<file path="config.mk">
export PLATFORM = sky130hd
export DESIGN_NAME = sprite_frame_scheduler_flat
export DESIGN_NICKNAME = d
export VERILOG_FILES = /design/src/rtl/game_pkg.sv /design/src/rtl/sprite_frame_scheduler_if.sv /design/src/rtl/sprite_pixel_counter.sv /design/src/rtl/sprite_frame_scheduler.sv /design/src/flat_wrapper.sv
export SDC_FILE = /design/constraint.sdc
export NUM_CORES = 1
export LEC_CHECK = 0
export CAP_MARGIN = 5
export CORE_MARGIN = 2
export CORE_UTILIZATION = 56
export CTS_CLUSTER_DIAMETER = 60
export CTS_CLUSTER_SIZE = 24
export DETAILED_ROUTE_END_ITERATION = 6
export PLACE_DENSITY = 0.84
export SYNTH_ARGS = -nofsm -noshare
export SYNTH_HDL_FRONTEND = slang
export SYNTH_HIERARCHICAL = 1
export SYNTH_SLANG_ARGS = --single-unit
</file>
<file path="constraint.sdc">
create_clock -name clk -period 7.9 [get_ports clk]
set_input_delay 1.58 -clock clk [delete_from_list [all_inputs] [get_ports clk]]
set_output_delay 1.58 -clock clk [all_outputs]
set_load 0.01 [all_outputs]
</file>
<file path="src/rtl/game_pkg.sv">
// game_pkg: constants shared by the game objects and the frame scheduler.
//   - FSM state encoding (3-bit, legacy-compatible constants)
//   - screen and sprite geometry
//   - colour constants
package game_pkg;

  localparam logic [2:0] IDLE  = 3'd0;
  localparam logic [2:0] E_SEL = 3'd1;
  localparam logic [2:0] E_PIX = 3'd2;
  localparam logic [2:0] D_SEL = 3'd3;
  localparam logic [2:0] D_PIX = 3'd4;
  localparam logic [2:0] DONE  = 3'd5;

  localparam int SCREEN_W = 160;
  localparam int SCREEN_H = 120;
  localparam int SPR_W    = 4;
  localparam int SPR_H    = 4;

  localparam logic [2:0] BLACK = 3'b000;

endpackage

</file>
<file path="src/rtl/sprite_frame_scheduler_if.sv">
// sprite_frame_scheduler_if: pixel-write bus into the VGA adapter.
//   x, y     pixel address
//   colour   pixel colour
//   writeEn  write strobe
// Handshake: writeEn is a valid-only strobe. The adapter always accepts,
// so there is no ready; a pixel is written on every clock edge where
// writeEn=1, with x/y/colour stable for that same cycle.
// Modports: master = scheduler (drives), slave = VGA adapter (samples).
interface sprite_frame_scheduler_if;
  logic [7:0] x;
  logic [6:0] y;
  logic [2:0] colour;
  logic       writeEn;

  modport master (output x, y, colour, writeEn);
  modport slave  (input  x, y, colour, writeEn);
endinterface

</file>
<file path="src/rtl/sprite_pixel_counter.sv">
// sprite_pixel_counter: row-major dx/dy walker over a W x H sprite.
//   clk, resetn  clock, synchronous active-low reset
//   clr          return to (0,0); wins over en
//   en           advance one pixel (dx inner, dy outer); wraps after last
//   dx, dy       current pixel offset
//   last         high while at (W-1, H-1)
module sprite_pixel_counter #(
  parameter  int W   = 4,
  parameter  int H   = 4,
  localparam int DXW = (W > 1) ? $clog2(W) : 1,
  localparam int DYW = (H > 1) ? $clog2(H) : 1
) (
  input  logic           clk,
  input  logic           resetn,
  input  logic           clr,
  input  logic           en,
  output logic [DXW-1:0] dx,
  output logic [DYW-1:0] dy,
  output logic           last
);

  logic dx_end;
  logic dy_end;

  assign dx_end = (dx == DXW'(W - 1));
  assign dy_end = (dy == DYW'(H - 1));
  assign last   = dx_end && dy_end;

  always_ff @(posedge clk) begin
    if (!resetn || clr) begin
      dx <= '0;
      dy <= '0;
    end else if (en) begin
      if (dx_end) begin
        dx <= '0;
        dy <= dy_end ? '0 : dy + 1'b1;
      end else begin
        dx <= dx + 1'b1;
      end
    end
  end

endmodule

</file>
<file path="src/rtl/sprite_frame_scheduler.sv">
// sprite_frame_scheduler: owns the VGA pixel-write port for one frame.
// On frame_tick it snapshots all sprite slots, erases last frame's
// footprints in black, then draws the new ones, one pixel per cycle.
//   clk, resetn        clock, synchronous active-low reset
//   frame_tick         one-cycle frame start pulse
//   active/spr_x/y/c   per-slot enable, top-left position, colour (packed)
//   pix                pixel-write bus (master side)
//   busy               state != IDLE
//   frame_done         high during the single DONE cycle
//   overrun            sticky: frame_tick seen while not IDLE
//   state_dbg          current FSM state
module sprite_frame_scheduler #(
  parameter int N_SPR = 6,
  parameter int SPR_W = game_pkg::SPR_W,
  parameter int SPR_H = game_pkg::SPR_H,
  parameter int X_MAX = game_pkg::SCREEN_W,
  parameter int Y_MAX = game_pkg::SCREEN_H
) (
  input  logic                 clk,
  input  logic                 resetn,
  input  logic                 frame_tick,
  input  logic [N_SPR-1:0]     active,
  input  logic [8*N_SPR-1:0]   spr_x,
  input  logic [7*N_SPR-1:0]   spr_y,
  input  logic [3*N_SPR-1:0]   spr_c,
  sprite_frame_scheduler_if.master pix,
  output logic                 busy,
  output logic                 frame_done,
  output logic                 overrun,
  output logic [2:0]           state_dbg
);
  import game_pkg::*;

  localparam int IW  = (N_SPR > 1) ? $clog2(N_SPR) : 1;
  localparam int DXW = (SPR_W > 1) ? $clog2(SPR_W) : 1;
  localparam int DYW = (SPR_H > 1) ? $clog2(SPR_H) : 1;
  localparam logic [IW-1:0] LAST_IDX = IW'(N_SPR - 1);

  logic [2:0]       state;
  logic [IW-1:0]    idx;
  logic [N_SPR-1:0] prev_act, cur_act;
  logic [7:0]       prev_x [N_SPR];
  logic [6:0]       prev_y [N_SPR];
  logic [7:0]       cur_x  [N_SPR];
  logic [6:0]       cur_y  [N_SPR];
  logic [2:0]       cur_c  [N_SPR];

  logic           start;
  logic           pix_state;
  logic           erase;
  logic [DXW-1:0] dx;
  logic [DYW-1:0] dy;
  logic           pix_last;

  assign start     = (state == IDLE) && frame_tick;
  assign erase     = (state == E_PIX);
  assign pix_state = (state == E_PIX) || (state == D_PIX);

  sprite_pixel_counter #(.W(SPR_W), .H(SPR_H)) u_cnt (
    .clk    (clk),
    .resetn (resetn),
    .clr    (start),
    .en     (pix_state),
    .dx     (dx),
    .dy     (dy),
    .last   (pix_last)
  );

  always_ff @(posedge clk) begin
    if (!resetn) begin
      state    <= IDLE;
      idx      <= '0;
      overrun  <= 1'b0;
      prev_act <= '0;
      cur_act  <= '0;
      for (int i = 0; i < N_SPR; i++) begin
        prev_x[i] <= '0;
        prev_y[i] <= '0;
        cur_x[i]  <= '0;
        cur_y[i]  <= '0;
        cur_c[i]  <= '0;
      end
    end else begin
      if (frame_tick && state != IDLE) overrun <= 1'b1;
      case (state)
        IDLE: begin
          if (frame_tick) begin
            // Last frame's draw becomes this frame's erase list.
            prev_act <= cur_act;
            cur_act  <= active;
            for (int i = 0; i < N_SPR; i++) begin
              prev_x[i] <= cur_x[i];
              prev_y[i] <= cur_y[i];
              cur_x[i]  <= spr_x[8*i +: 8];
              cur_y[i]  <= spr_y[7*i +: 7];
              cur_c[i]  <= spr_c[3*i +: 3];
            end
            idx   <= '0;
            state <= E_SEL;
          end
        end
        E_SEL: begin
          if (prev_act[idx]) begin
            state <= E_PIX;
          end else if (idx == LAST_IDX) begin
            idx   <= '0;
            state <= D_SEL;
          end else begin
            idx <= idx + 1'b1;
          end
        end
        E_PIX: begin
          if (pix_last) begin
            if (idx == LAST_IDX) begin
              idx   <= '0;
              state <= D_SEL;
            end else begin
              idx   <= idx + 1'b1;
              state <= E_SEL;
            end
          end
        end
        D_SEL: begin
          if (cur_act[idx]) begin
            state <= D_PIX;
          end else if (idx == LAST_IDX) begin
            state <= DONE;
          end else begin
            idx <= idx + 1'b1;
          end
        end
        D_PIX: begin
          if (pix_last) begin
            if (idx == LAST_IDX) begin
              state <= DONE;
            end else begin
              idx   <= idx + 1'b1;
              state <= D_SEL;
            end
          end
        end
        DONE:    state <= IDLE;
        default: state <= IDLE;
      endcase
    end
  end

  // Widened adders so sprites near the right/bottom edge clip instead of
  // wrapping onto the opposite side of the screen.
  logic [7:0] base_x;
  logic [6:0] base_y;
  logic [8:0] px;
  logic [7:0] py;
  logic       in_range;

  assign base_x   = erase ? prev_x[idx] : cur_x[idx];
  assign base_y   = erase ? prev_y[idx] : cur_y[idx];
  assign px       = {1'b0, base_x} + 9'(dx);
  assign py       = {1'b0, base_y} + 8'(dy);
  assign in_range = (px < 9'(X_MAX)) && (py < 8'(Y_MAX));

  logic [7:0] x_o;
  logic [6:0] y_o;
  logic [2:0] c_o;
  logic       we_o;

  always_comb begin
    x_o  = '0;
    y_o  = '0;
    c_o  = '0;
    we_o = 1'b0;
    if (pix_state) begin
      x_o  = px[7:0];
      y_o  = py[6:0];
      c_o  = erase ? BLACK : cur_c[idx];
      we_o = in_range;
    end
  end

  assign pix.x       = x_o;
  assign pix.y       = y_o;
  assign pix.colour  = c_o;
  assign pix.writeEn = we_o;

  assign busy       = (state != IDLE);
  assign frame_done = (state == DONE);
  assign state_dbg  = state;

endmodule

</file>
<file path="src/flat_wrapper.sv">
// flat-port wrapper written by rule: the top's interface ports become plain ports
module sprite_frame_scheduler_flat import game_pkg::*;
#(
  parameter int N_SPR = 6,
  parameter int SPR_W = game_pkg::SPR_W,
  parameter int SPR_H = game_pkg::SPR_H,
  parameter int X_MAX = game_pkg::SCREEN_W,
  parameter int Y_MAX = game_pkg::SCREEN_H
)
  (clk, resetn, frame_tick, active, spr_x, spr_y, spr_c, busy, frame_done, overrun, state_dbg, pix_x, pix_y, pix_colour, pix_writeEn);
  sprite_frame_scheduler_if pix_i ();
  input  logic clk;
  input  logic resetn;
  input  logic frame_tick;
  input  logic [N_SPR-1:0] active;
  input  logic [8*N_SPR-1:0] spr_x;
  input  logic [7*N_SPR-1:0] spr_y;
  input  logic [3*N_SPR-1:0] spr_c;
  output logic busy;
  output logic frame_done;
  output logic overrun;
  output logic [2:0] state_dbg;
  output wire logic [$bits(pix_i.x)-1:0] pix_x;
  output wire logic [$bits(pix_i.y)-1:0] pix_y;
  output wire logic [$bits(pix_i.colour)-1:0] pix_colour;
  output wire logic [$bits(pix_i.writeEn)-1:0] pix_writeEn;
  assign pix_x = pix_i.x;
  assign pix_y = pix_i.y;
  assign pix_colour = pix_i.colour;
  assign pix_writeEn = pix_i.writeEn;
  sprite_frame_scheduler #(.N_SPR(N_SPR), .SPR_W(SPR_W), .SPR_H(SPR_H), .X_MAX(X_MAX), .Y_MAX(Y_MAX)) u_core (.clk(clk), .resetn(resetn), .frame_tick(frame_tick), .active(active), .spr_x(spr_x), .spr_y(spr_y), .spr_c(spr_c), .pix(pix_i), .busy(busy), .frame_done(frame_done), .overrun(overrun), .state_dbg(state_dbg));
endmodule
</file>
# Word level (Yosys, flattened, before mapping)
# Memory sizes are Yosys's and may differ from the RTL's. A register that Yosys moved wholly into a read port is not among the register bits.
# Cells that the tools add are included.
totals:
  ram_bits: 198
  out_inout_bits: 25
  mem_count: 5
  ff_bits: 23
classes:
  mux: 76
  add_sub_neg: 5
  order_cmp: 3
  reduce_logical: 14
  n_bitwise: 30
  eq_ne: 15
memory_table:
  columns: ["memory", "depth", "word_bits", "rd", "rd_clocked_by_memory_dff", "write_ports", "line", "rtl"]
  rows:
  - ["u_core.cur_x", 6, 8, 7, 1, 6, "sprite_frame_scheduler.sv:44", "logic [7:0] cur_x [N_SPR];"]
  - ["u_core.prev_x", 6, 8, 1, 1, 6, "sprite_frame_scheduler.sv:42", "logic [7:0] prev_x [N_SPR];"]
  - ["u_core.cur_y", 6, 7, 7, 1, 6, "sprite_frame_scheduler.sv:45", "logic [6:0] cur_y [N_SPR];"]
  - ["u_core.prev_y", 6, 7, 1, 1, 6, "sprite_frame_scheduler.sv:43", "logic [6:0] prev_y [N_SPR];"]
  - ["u_core.cur_c", 6, 3, 1, 1, 6, "sprite_frame_scheduler.sv:46", "logic [2:0] cur_c [N_SPR];"]
ops:
  columns: ["cell", "count"]
  rows:
  - ["two-way mux 8 bit", 14]
  - ["two-way mux 3 bit", 33]
  - ["two-way mux 7 bit", 14]
  - ["bitwise OR 1 bit", 30]
  - ["one-hot mux 3 bit (5 select lines)", 2]
  - ["adder 8 x 2 -> 9 bit", 1]
  - ["== test 3 bit (second input constant)", 3]
  - ["< comparator 9 x 8 -> 1 bit (second input constant)", 1]
  - ["adder 7 x 2 -> 8 bit", 1]
  - ["< comparator 8 x 7 -> 1 bit (second input constant)", 1]
  - ["two-way mux 1 bit", 8]
  - ["!= test 2 bit (second input constant)", 4]
  - ["binary-select mux 1 bit (select 3 bit)", 2]
  - ["== test 3 x 2 -> 1 bit (second input constant)", 2]
  - ["two-way mux 2 bit", 3]
  - ["!= test 3 x 1 -> 1 bit (second input constant)", 2]
  - ["AND reduction 6 bit", 1]
  - ["AND reduction 5 bit", 1]
  - ["nonzero test 5 bit", 1]
  - ["adder 2 x 1 -> 2 bit (second input constant)", 2]
  - ["== test 2 bit (second input constant)", 2]
  - ["logical AND 1 bit", 4]
  - ["< comparator 3 x 4 -> 1 bit (second input constant)", 1]
  - ["AND reduction 2 bit", 2]
  - ["other kinds (7)", 8]

# Logic depth before layout (Yosys ltp)
# Gate-level depths: netlist (run 1).
depth:
  depth_word: 6
  mapped_depth: 16
  depth_no_buf: 12

# Cells and area by module
# Netlist (run 1), hierarchy kept.
by_module_without_submodules:
  columns: ["mod", "n_inst", "seq_area_each_um2", "area_each_um2", "cells_each"]
  rows:
  - ["sprite_frame_scheduler", 1, 6386.1, 10625.2, 765]
  - ["sprite_pixel_counter", 1, 80.1, 201.4, 19]

# Worst setup path after synthesis (run 1)
# No wires, ideal clock.
synth_timing:
  kind: "in2reg"
  start: "input port frame_tick"
  end: "memory u_core.cur_c[0][0], enable pin"
  t_arrival_ns: 5.239
  path_slack_ns: 1.089
  path_buffers: 1
  setup_time_ns: 1.571
  path_stages: 3
  path_cell_list: "nand2_1 -> clkbuf_1 -> nand2_1"
synth_rtl:
  columns: ["element", "line", "rtl"]
  rows:
  - ["from (decl)", "flat_wrapper.sv:14", "input logic frame_tick;"]
  - ["to (decl)", "sprite_frame_scheduler.sv:46", null]

==> PnR_summary.wiki, run 1 <==
{| class="wikitable"
! Metric !! Value
|-
| Hold-fix buffers at CTS || 0
|-
| Launching element type of the critical path || flop
|-
| Max FO, Critical Path || 19
|-
| Met2 WL post-DR || 10.50 mm
|-
| Max-slew violation count || 0
|-
| First-iteration detailed-routing DRC count || 775
|-
| Share of the clock period used by the worst path || 75.87%
|-
| Clk Tree Root Cell || sky130_fd_sc_hd__clkbuf_16
|-
| H-tree depth || 1
|-
| Leak || 0.005374 uW
|-
| Maximum clock frequency || 166.8 MHz
|-
| Path category of the worst min-delay check || reg2reg
|-
| Total instance count after detailed placement || 1121
|-
| Final Critical Period || 5.994 ns
|-
| Post-detailed-route wirelength per cell || 19.39 um
|-
| Crit Reg-Reg Startpoint || u_core/state_dbg[1]
|-
| Share of async-settable or async-resettable flops after synthesis || 0%
|-
| TritonCTS clock tree || done
|-
| Maximum number of pins on one net before global-route repair || 199
|-
| Gp weighted congestion || 0.8170
|-
| Dominant cell by count in the synthesized netlist || sky130_fd_sc_hd__and3_1
|-
| Uppermost routed layer || met4
|-
| Share of Yosys cell area claimed by the top area cell type || 54.92%
|-
| Post-DR vias/cell || 5.942
|-
| Total of buffers placed on input and output ports || 141
|-
| Number of instances resized during post-cts repair || 0
|-
| Num rows || 50
|-
| Max clock buf depth || 3
|-
| Slowest stage cell on the critical path || sky130_fd_sc_hd__dfxtp_1
|-
| Number of placed I/O pins || 142
|-
| Result of the run || finished clean
|-
| Count of flip-flops with a built-in enable after synthesis || 198
|-
| Unique masters post-synth || 53
|-
| Top delay family on crit path || buffers and inverters
|-
| Maximum resistive drop on vdd || 0.0001416 V
|-
| Total met3 wirelength after detailed routing || 1.416 mm
|-
| RSZ-0062 raised after global routing || false
|-
| Max Clock Skew || 0.01781 ns
|-
| Worst path arrival time || 4.41 ns
|-
| Area of the core || 18830 um2
|-
| Type of element capturing the critical path || output pin
|-
| Fraction of layout instances using a drive strength above 1 || 10.10%
|-
| Cell count along the critical path || 10
|-
| Via count of the first global-routing pass || 6693
|-
| Ant. Diodes || 0
|-
| Power per cell area || 205.4 nW/um2
|-
| Sequential element share of the synthesized area || 59.72%
|-
| Syn Nets || 913
|-
| Area added between synthesis and finish || 19.27%
|-
| Primary flip-flop cell chosen by synthesis mapping || sky130_fd_sc_hd__edfxtp_1
|-
| Die Ht || 143.0 um
|-
| TritonCTS sink count || 224
|-
| Detailed Route WL || 22.32 mm
|-
| Worst reg-to-reg path cell count || 6
|-
| Area of the mapped netlist || 10830 um2
|-
| Final Hold Fails || 0
|-
| Remaining max-slew budget at the tightest pin || 28.48%
|-
| Critical Setup Path Class || reg2out
|-
| Max stage delay on crit path || 0.92 ns
|-
| Post-CTS Setup Inserts || 0
|-
| Full die area || 20460 um2
|-
| Post-synthesis instance total || 784
|-
| Reg clk slew, reported paths || 0.08 ns
|-
| Total congestion overflow after global routing || 0
|-
| Accumulated negative setup slack || 0 ns
|-
| Hpwl dp || 14.33 mm
|-
| Setup slack, reg-to-reg || 4.60 ns
|-
| Antenna violations before repair || 0
|-
| Critical hold path startpoint || u_core/prev_act[3]
|-
| Cell taking the most area after synthesis || sky130_fd_sc_hd__edfxtp_1
|-
| Total clock buffers created by CTS || 17
|-
| List of most frequent post-synthesis cells || sky130_fd_sc_hd__and3_1, sky130_fd_sc_hd__edfxtp_1, sky130_fd_sc_hd__clkbuf_1
|-
| Average size of a mapped cell || 13.81 um2
|-
| Global-route wire length before repair || 35.09 mm
|-
| Source-to-sink clock delay at the later pin of the worst-skew pair || 0.48 ns
|-
| Buffers plus inverters on the worst setup path || 2
|-
| Final instance count without filler cells || 1151
|-
| Endpoint of the worst register-to-register path || u_core/u_cnt/dy[0]
|-
| Most used cell, CP || sky130_fd_sc_hd__a21oi_1
|-
| Count of unresolved DRC violations after routing || 0
|-
| Overall fraction of global-route tracks in use || 21.94%
|-
| Capturing instance or port of the critical path || pix_writeEn
|-
| Wl on met1 || 9.737 mm
|-
| Initial Util || 57.50%
|-
| Pin slew with the least headroom to its limit || 1.073 ns
|-
| Number of max-cap violations || 0
|-
| Ordered list of cells on the worst path || buf_4 -> mux4_2 -> nand2_1 -> a31oi_1 -> ha_1 -> a21oi_1 -> a2111oi_2 -> a21oi_1 -> nor4_1 -> clkdlybuf4s50_1
|-
| Vias after detailed routing || 6839
|-
| Die span in x || 143.0 um
|-
| Number of nets with antenna violations after routing || 0
|-
| Number of register bits inferred by synthesis || 224
|-
| Warning count from the yosys run || 6
|-
| Iteration count of the initial detailed-routing pass || 5
|-
| Worst endpoint required time || 6.32 ns
|-
| Final setup violation count || 0
|-
| Net count of the finished layout || 1009
|-
| Top post-synthesis cells by area || sky130_fd_sc_hd__edfxtp_1, sky130_fd_sc_hd__and3_1, sky130_fd_sc_hd__mux4_2
|}
cell usage in the layout, fill, tap and decap left out, types with 12 or more instances in the layout:
master                              n
sky130_fd_sc_hd__nor2_1            27
sky130_fd_sc_hd__mux4_2            33
sky130_fd_sc_hd__a21oi_1           12
sky130_fd_sc_hd__dfxtp_1           25
sky130_fd_sc_hd__clkdlybuf4s50_1  140
sky130_fd_sc_hd__mux4_1            18
sky130_fd_sc_hd__and3_1           201
sky130_fd_sc_hd__nand2_1           49
sky130_fd_sc_hd__edfxtp_1         198
sky130_fd_sc_hd__a21boi_0          13
sky130_fd_sc_hd__clkbuf_16         17
sky130_fd_sc_hd__inv_1             12
routing by layer:
layer | up-vias | track usage [%]
met1 | 3329 | 30.57
met5 | - | 0
met3 | 43 | 3.957
li1 | 3210 | -
met2 | 257 | 35.43
met4 | 0 | 7.035
power by group:
group          total, uW  internal (uW)  switching [uW]
clock                952            544             408
combinational        269            143             126
sequential          1430           1380            48.8
total               2650           2070             582
cells by family (layout without fill, tap and decap cells):
group	Yosys count	after routing	share of synthesized area (%)
AO/OA/AOI/OAI	61	61	3.929
XOR/XNOR	10	10	0.8089
adder cells (fa/ha/maj)	12	12	1.525
buffers and inverters	82	189	3.490
flip-flops	224	224	59.72
multiplexers	76	76	13.87
AND/OR/NAND/NOR	319	319	16.65
area by class of cell:
| type | count | area (um2) |
|---|---|---|
| timing repair buffer | 146 | 1459 |
| multi-input combinational | 478 | 3990 |
| clock inverter | 11 | 173.9 |
| clock buffer | 19 | 442.9 |
| inverter | 13 | 51.30 |
| fill | 1265 | 5918 |
| tap | 260 | 325.3 |
| sequential | 224 | 6470 |
worst min-delay path, cell delays in order, from the launching register on:
cell and delay [ns]:
sky130_fd_sc_hd__dfxtp_1 0.32, sky130_fd_sc_hd__nand2_1 0.05, sky130_fd_sc_hd__a21boi_0 0.06
worst min-delay path by stage:
stage                    endpoint  depth (start not counted)  slack (ns)
2_1_floorplan  u_core/prev_act[5]                          2        0.44
3_3_place_gp   u_core/prev_act[4]                          2        0.45
3_5_place_dp   u_core/prev_act[3]                          2        0.46
4_1_cts        u_core/prev_act[3]                          2        0.47
5_1_grt        u_core/prev_act[2]                          2        0.50
6_report       u_core/prev_act[3]                          2        0.47
through the flow:
stage | hold slack [ns] | power (uW) | setup slack [ns] | utilization, % | area [um2]
CTS | 0.4703 | 2666 | 1.876 | 68.57 | 12910
finish | 0.4711 | 2652 | 1.906 | 68.57 | 12910
global placement | 0.4526 | 1715 | 2.493 | 65.30 | 12300
detailed placement | 0.4591 | 1725 | 2.428 | 65.30 | 12300
floorplan | 0.4400 | 1620 | 1.089 | - | 10830
global route | 0.5002 | 2739 | 1.533 | 68.57 | 12910
registers in the layout (all words and copies together) (netlist names), 6 cells and up, named ones only:
name	count
u_core/cur_c	18
u_core/cur_act	6
u_core/cur_y	42
u_core/prev_x	48
u_core/prev_y	42
u_core/cur_x	48
u_core/prev_act	6
Power figures use the tool's default switching activity.
==> inputs of run 2 (changes only) <==
==> constraint.sdc (replaced) <==
create_clock -name clk -period 6 [get_ports clk]
set_input_delay 1.2 -clock clk [delete_from_list [all_inputs] [get_ports clk]]
set_output_delay 1.2 -clock clk [all_outputs]
set_load 0.01 [all_outputs]
==> run 2 against run 1 <==
- combinational power grew 35%
- die area stayed put
- core utilization grew 0.15 points
- design area rose by 0.22%
- power increased by 31%
- flip-flop and latch count is the same
- non-clock buffer count up 2
- worst setup slack worse by 1.6 ns
- sequential share of layout area is 0.11 points lower
- sequential power increased by 31%
- global-route usage increased by 0.52 points
==> PnR_summary.wiki, run 2 (synthesis results as in run 1) <==
{| class="wikitable"
! Metric !! Value
|-
| Worst reg-to-reg path cell count || 5 (was 6)
|-
| Setup slack of the critical path after layout || 0.3357 ns (was 1.906 ns)
|-
| Launching element type of the critical path || flop (unchanged)
|-
| First-iteration detailed-routing DRC count || 698 (was 775)
|-
| Cell depth of the worst hold path || 2 (unchanged)
|-
| Number of placed I/O pins || 142 (unchanged)
|-
| Result of the run || finished clean (unchanged)
|-
| Full die area || 20460 um2 (unchanged)
|-
| Type of element capturing the critical path || output pin (unchanged)
|-
| Total clock buffers created by CTS || 17 (unchanged)
|-
| Clk Tree Root Cell || sky130_fd_sc_hd__clkbuf_16 (unchanged)
|-
| Worst path arrival time || 4.46 ns (was 4.41 ns)
|-
| Via count of the first global-routing pass || 6519 (was 6693)
|-
| Crit Reg-Reg Startpoint || u_core/state_dbg[1] (unchanged)
|-
| Total congestion overflow after global routing || 0 (unchanged)
|-
| Maximum resistive drop on vdd || 0.0002005 V (was 0.0001416 V)
|-
| Capture endpoint of the worst hold path || u_core/prev_act[4] (was u_core/prev_act[3])
|-
| Maximum clock frequency || 176.5 MHz
|-
| Max-slew violation count || 0 (unchanged)
|-
| Max clock buf depth || 3 (unchanged)
|-
| Worst endpoint required time || 4.80 ns (was 6.32 ns)
|-
| H-tree depth || 1 (unchanged)
|-
| Source-to-sink clock delay at the later pin of the worst-skew pair || 0.50 ns (was 0.48 ns)
|-
| Post-CTS Setup Inserts || 0 (unchanged)
|-
| Gp weighted congestion || 0.8519 (was 0.8170)
|-
| Detailed Route WL || 22.96 mm (was 22.32 mm)
|-
| Die Ht || 143.0 um (unchanged)
|-
| Die span in x || 143.0 um (unchanged)
|-
| Accumulated negative setup slack || 0 ns (unchanged)
|-
| Post-detailed-route wirelength per cell || 19.91 um (was 19.39 um)
|-
| Reg clk slew, reported paths || 0.07 ns (was 0.08 ns)
|-
| Critical Setup Path Class || reg2out (unchanged)
|-
| Overall fraction of global-route tracks in use || 22.46% (was 21.94%)
|-
| Highest-count cells in the layout ignoring fill and taps || sky130_fd_sc_hd__and3_1, sky130_fd_sc_hd__edfxtp_1, sky130_fd_sc_hd__clkdlybuf4s50_1 (unchanged)
|-
| Max FO, Critical Path || 17 (was 19)
|-
| Final setup violation count || 0 (unchanged)
|-
| Critical hold path startpoint || u_core/prev_act[4] (was u_core/prev_act[3])
|-
| Setup slack, reg-to-reg || 3.06 ns (was 4.60 ns)
|-
| Global-route wire length before repair || 35.36 mm (was 35.09 mm)
|-
| TritonCTS clock tree || done (unchanged)
|-
| Net count of the finished layout || 1011 (was 1009)
|-
| Post-DR vias/cell || 5.966 (was 5.942)
|-
| Max Clock Skew || 0.02242 ns (was 0.01781 ns)
|-
| Path category of the worst min-delay check || reg2reg (unchanged)
|-
| Final Hold Fails || 0 (unchanged)
|-
| Initial Util || 57.50% (unchanged)
|-
| Final Critical Period || 5.664 ns
|-
| Share of the clock period used by the worst path || 94.41%
|-
| Total of buffers placed on input and output ports || 141 (unchanged)
|-
| Antenna violations before repair || 0 (unchanged)
|-
| Maximum number of pins on one net before global-route repair || 135 (was 199)
|-
| Hpwl dp || 14.85 mm (was 14.33 mm)
|-
| Area of the core || 18830 um2 (unchanged)
|-
| Num rows || 50 (unchanged)
|-
| Leak || 0.005394 uW (was 0.005374 uW)
|-
| Number of max-cap violations || 0 (unchanged)
|-
| RSZ-0062 raised after global routing || false (unchanged)
|-
| TritonCTS sink count || 224 (unchanged)
|-
| Top flop regs || u_core/cur_x (48), u_core/prev_x (48) (unchanged)
|-
| Area added between synthesis and finish || 19.53% (was 19.27%)
|-
| Commonest non-fill, non-tap cell in the layout || sky130_fd_sc_hd__and3_1 (unchanged)
|-
| Remaining max-slew budget at the tightest pin || 30.16% (was 28.48%)
|-
| Power per cell area || 268.6 nW/um2 (was 205.4 nW/um2)
|-
| Number of nets with antenna violations after routing || 0 (unchanged)
|-
| Pin slew with the least headroom to its limit || 1.048 ns (was 1.073 ns)
|-
| Endpoint of the worst register-to-register path || u_core/cur_y[0][0] (was u_core/u_cnt/dy[0])
|-
| Ant. Diodes || 0 (unchanged)
|-
| Fraction of layout instances using a drive strength above 1 || 10.64% (was 10.10%)
|-
| Count of unresolved DRC violations after routing || 0 (unchanged)
|-
| Iteration count of the initial detailed-routing pass || 5 (unchanged)
|-
| Vias after detailed routing || 6879 (was 6839)
|-
| Worst slack after detailed placement || 0.7563 ns (was 2.428 ns)
|}
-- run 2: changes by cell type in the layout (fill, tap and decap cells not counted), sizes merged --
cell	change
buf	+2
bufinv	-1
clkinv	+3
clkbuf	-2
inv	+2
clkinvlp	-2
-- run 2: where the power goes --
group | total (uW) | switching (uW) | leakage [uW] | internal (uW)
logic | 362 | 172 | 0.00274 | 190
clock network | 1230 | 560 | 0.000301 | 672
registers | 1880 | 61.2 | 0.00235 | 1820
total | 3480 | 793 | 0.00539 | 2680
-- run 2: timing repair --
item                       in CTS  in global routing
setup endpoints to repair       0                  2
resized for setup               0                  1
hold buffers                    0                  0
-- run 2: worst max-delay path by stage --
stage,start,to
finish,u_core/state_dbg[1],pix_writeEn
global route,u_core/state_dbg[1],pix_writeEn
CTS,u_core/state_dbg[0],pix_writeEn
detailed placement,u_core/state_dbg[0],pix_writeEn
global placement,u_core/state_dbg[0],pix_writeEn
floorplan,flop,pix_writeEn
-- run 2: layout make-up --
cell class | instances | area [um2]
clock buffers | 17 | 425.4
clock inverters | 13 | 183.9
fillers | 1261 | 5889
inverters | 13 | 51.30
multi-input cells | 478 | 3999
flip-flops and latches | 224 | 6470
well taps | 260 | 325.3
repair buffers | 148 | 1486
-- run 2: metal layers --
layer	part of all wire (%)	GRT usage, %	up-vias
li1	-	-	3214
met1	42	30.94	3364
met2	49	36.39	254
met3	6.9	4.963	47
met4	2.5	6.357	0
met5	0	0	-
-- run 2: critical path, cell delays in order, from the launching register on --
cell and delay [ns]:
sky130_fd_sc_hd__dfxtp_1 0.62, sky130_fd_sc_hd__or3b_2 0.73, sky130_fd_sc_hd__buf_4 0.30, sky130_fd_sc_hd__mux4_2 0.29, sky130_fd_sc_hd__nand2_1 0.08, sky130_fd_sc_hd__o21a_1 0.17
sky130_fd_sc_hd__inv_1 0.05, sky130_fd_sc_hd__ha_1 0.28, sky130_fd_sc_hd__a21o_1 0.18, sky130_fd_sc_hd__nand2_1 0.16, sky130_fd_sc_hd__o311ai_1 0.13, sky130_fd_sc_hd__nor4_1 0.37
sky130_fd_sc_hd__clkdlybuf4s50_1 0.61
-- run 2: per-stage QoR --
step | std cells | area (um2) | hold WS [ns] | utilization [%] | power (uW)
2_1_floorplan | 784 | 10830 | 0.4400 | - | 2124
3_3_place_gp | 1123 | 12330 | 0.4520 | 65.49 | 2260
3_5_place_dp | 1123 | 12330 | 0.4613 | 65.49 | 2277
4_1_cts | 1153 | 12940 | 0.4711 | 68.72 | 3503
5_1_grt | 1153 | 12940 | 0.5001 | 68.72 | 3595
6_report | 1153 | 12940 | 0.4741 | 68.72 | 3476
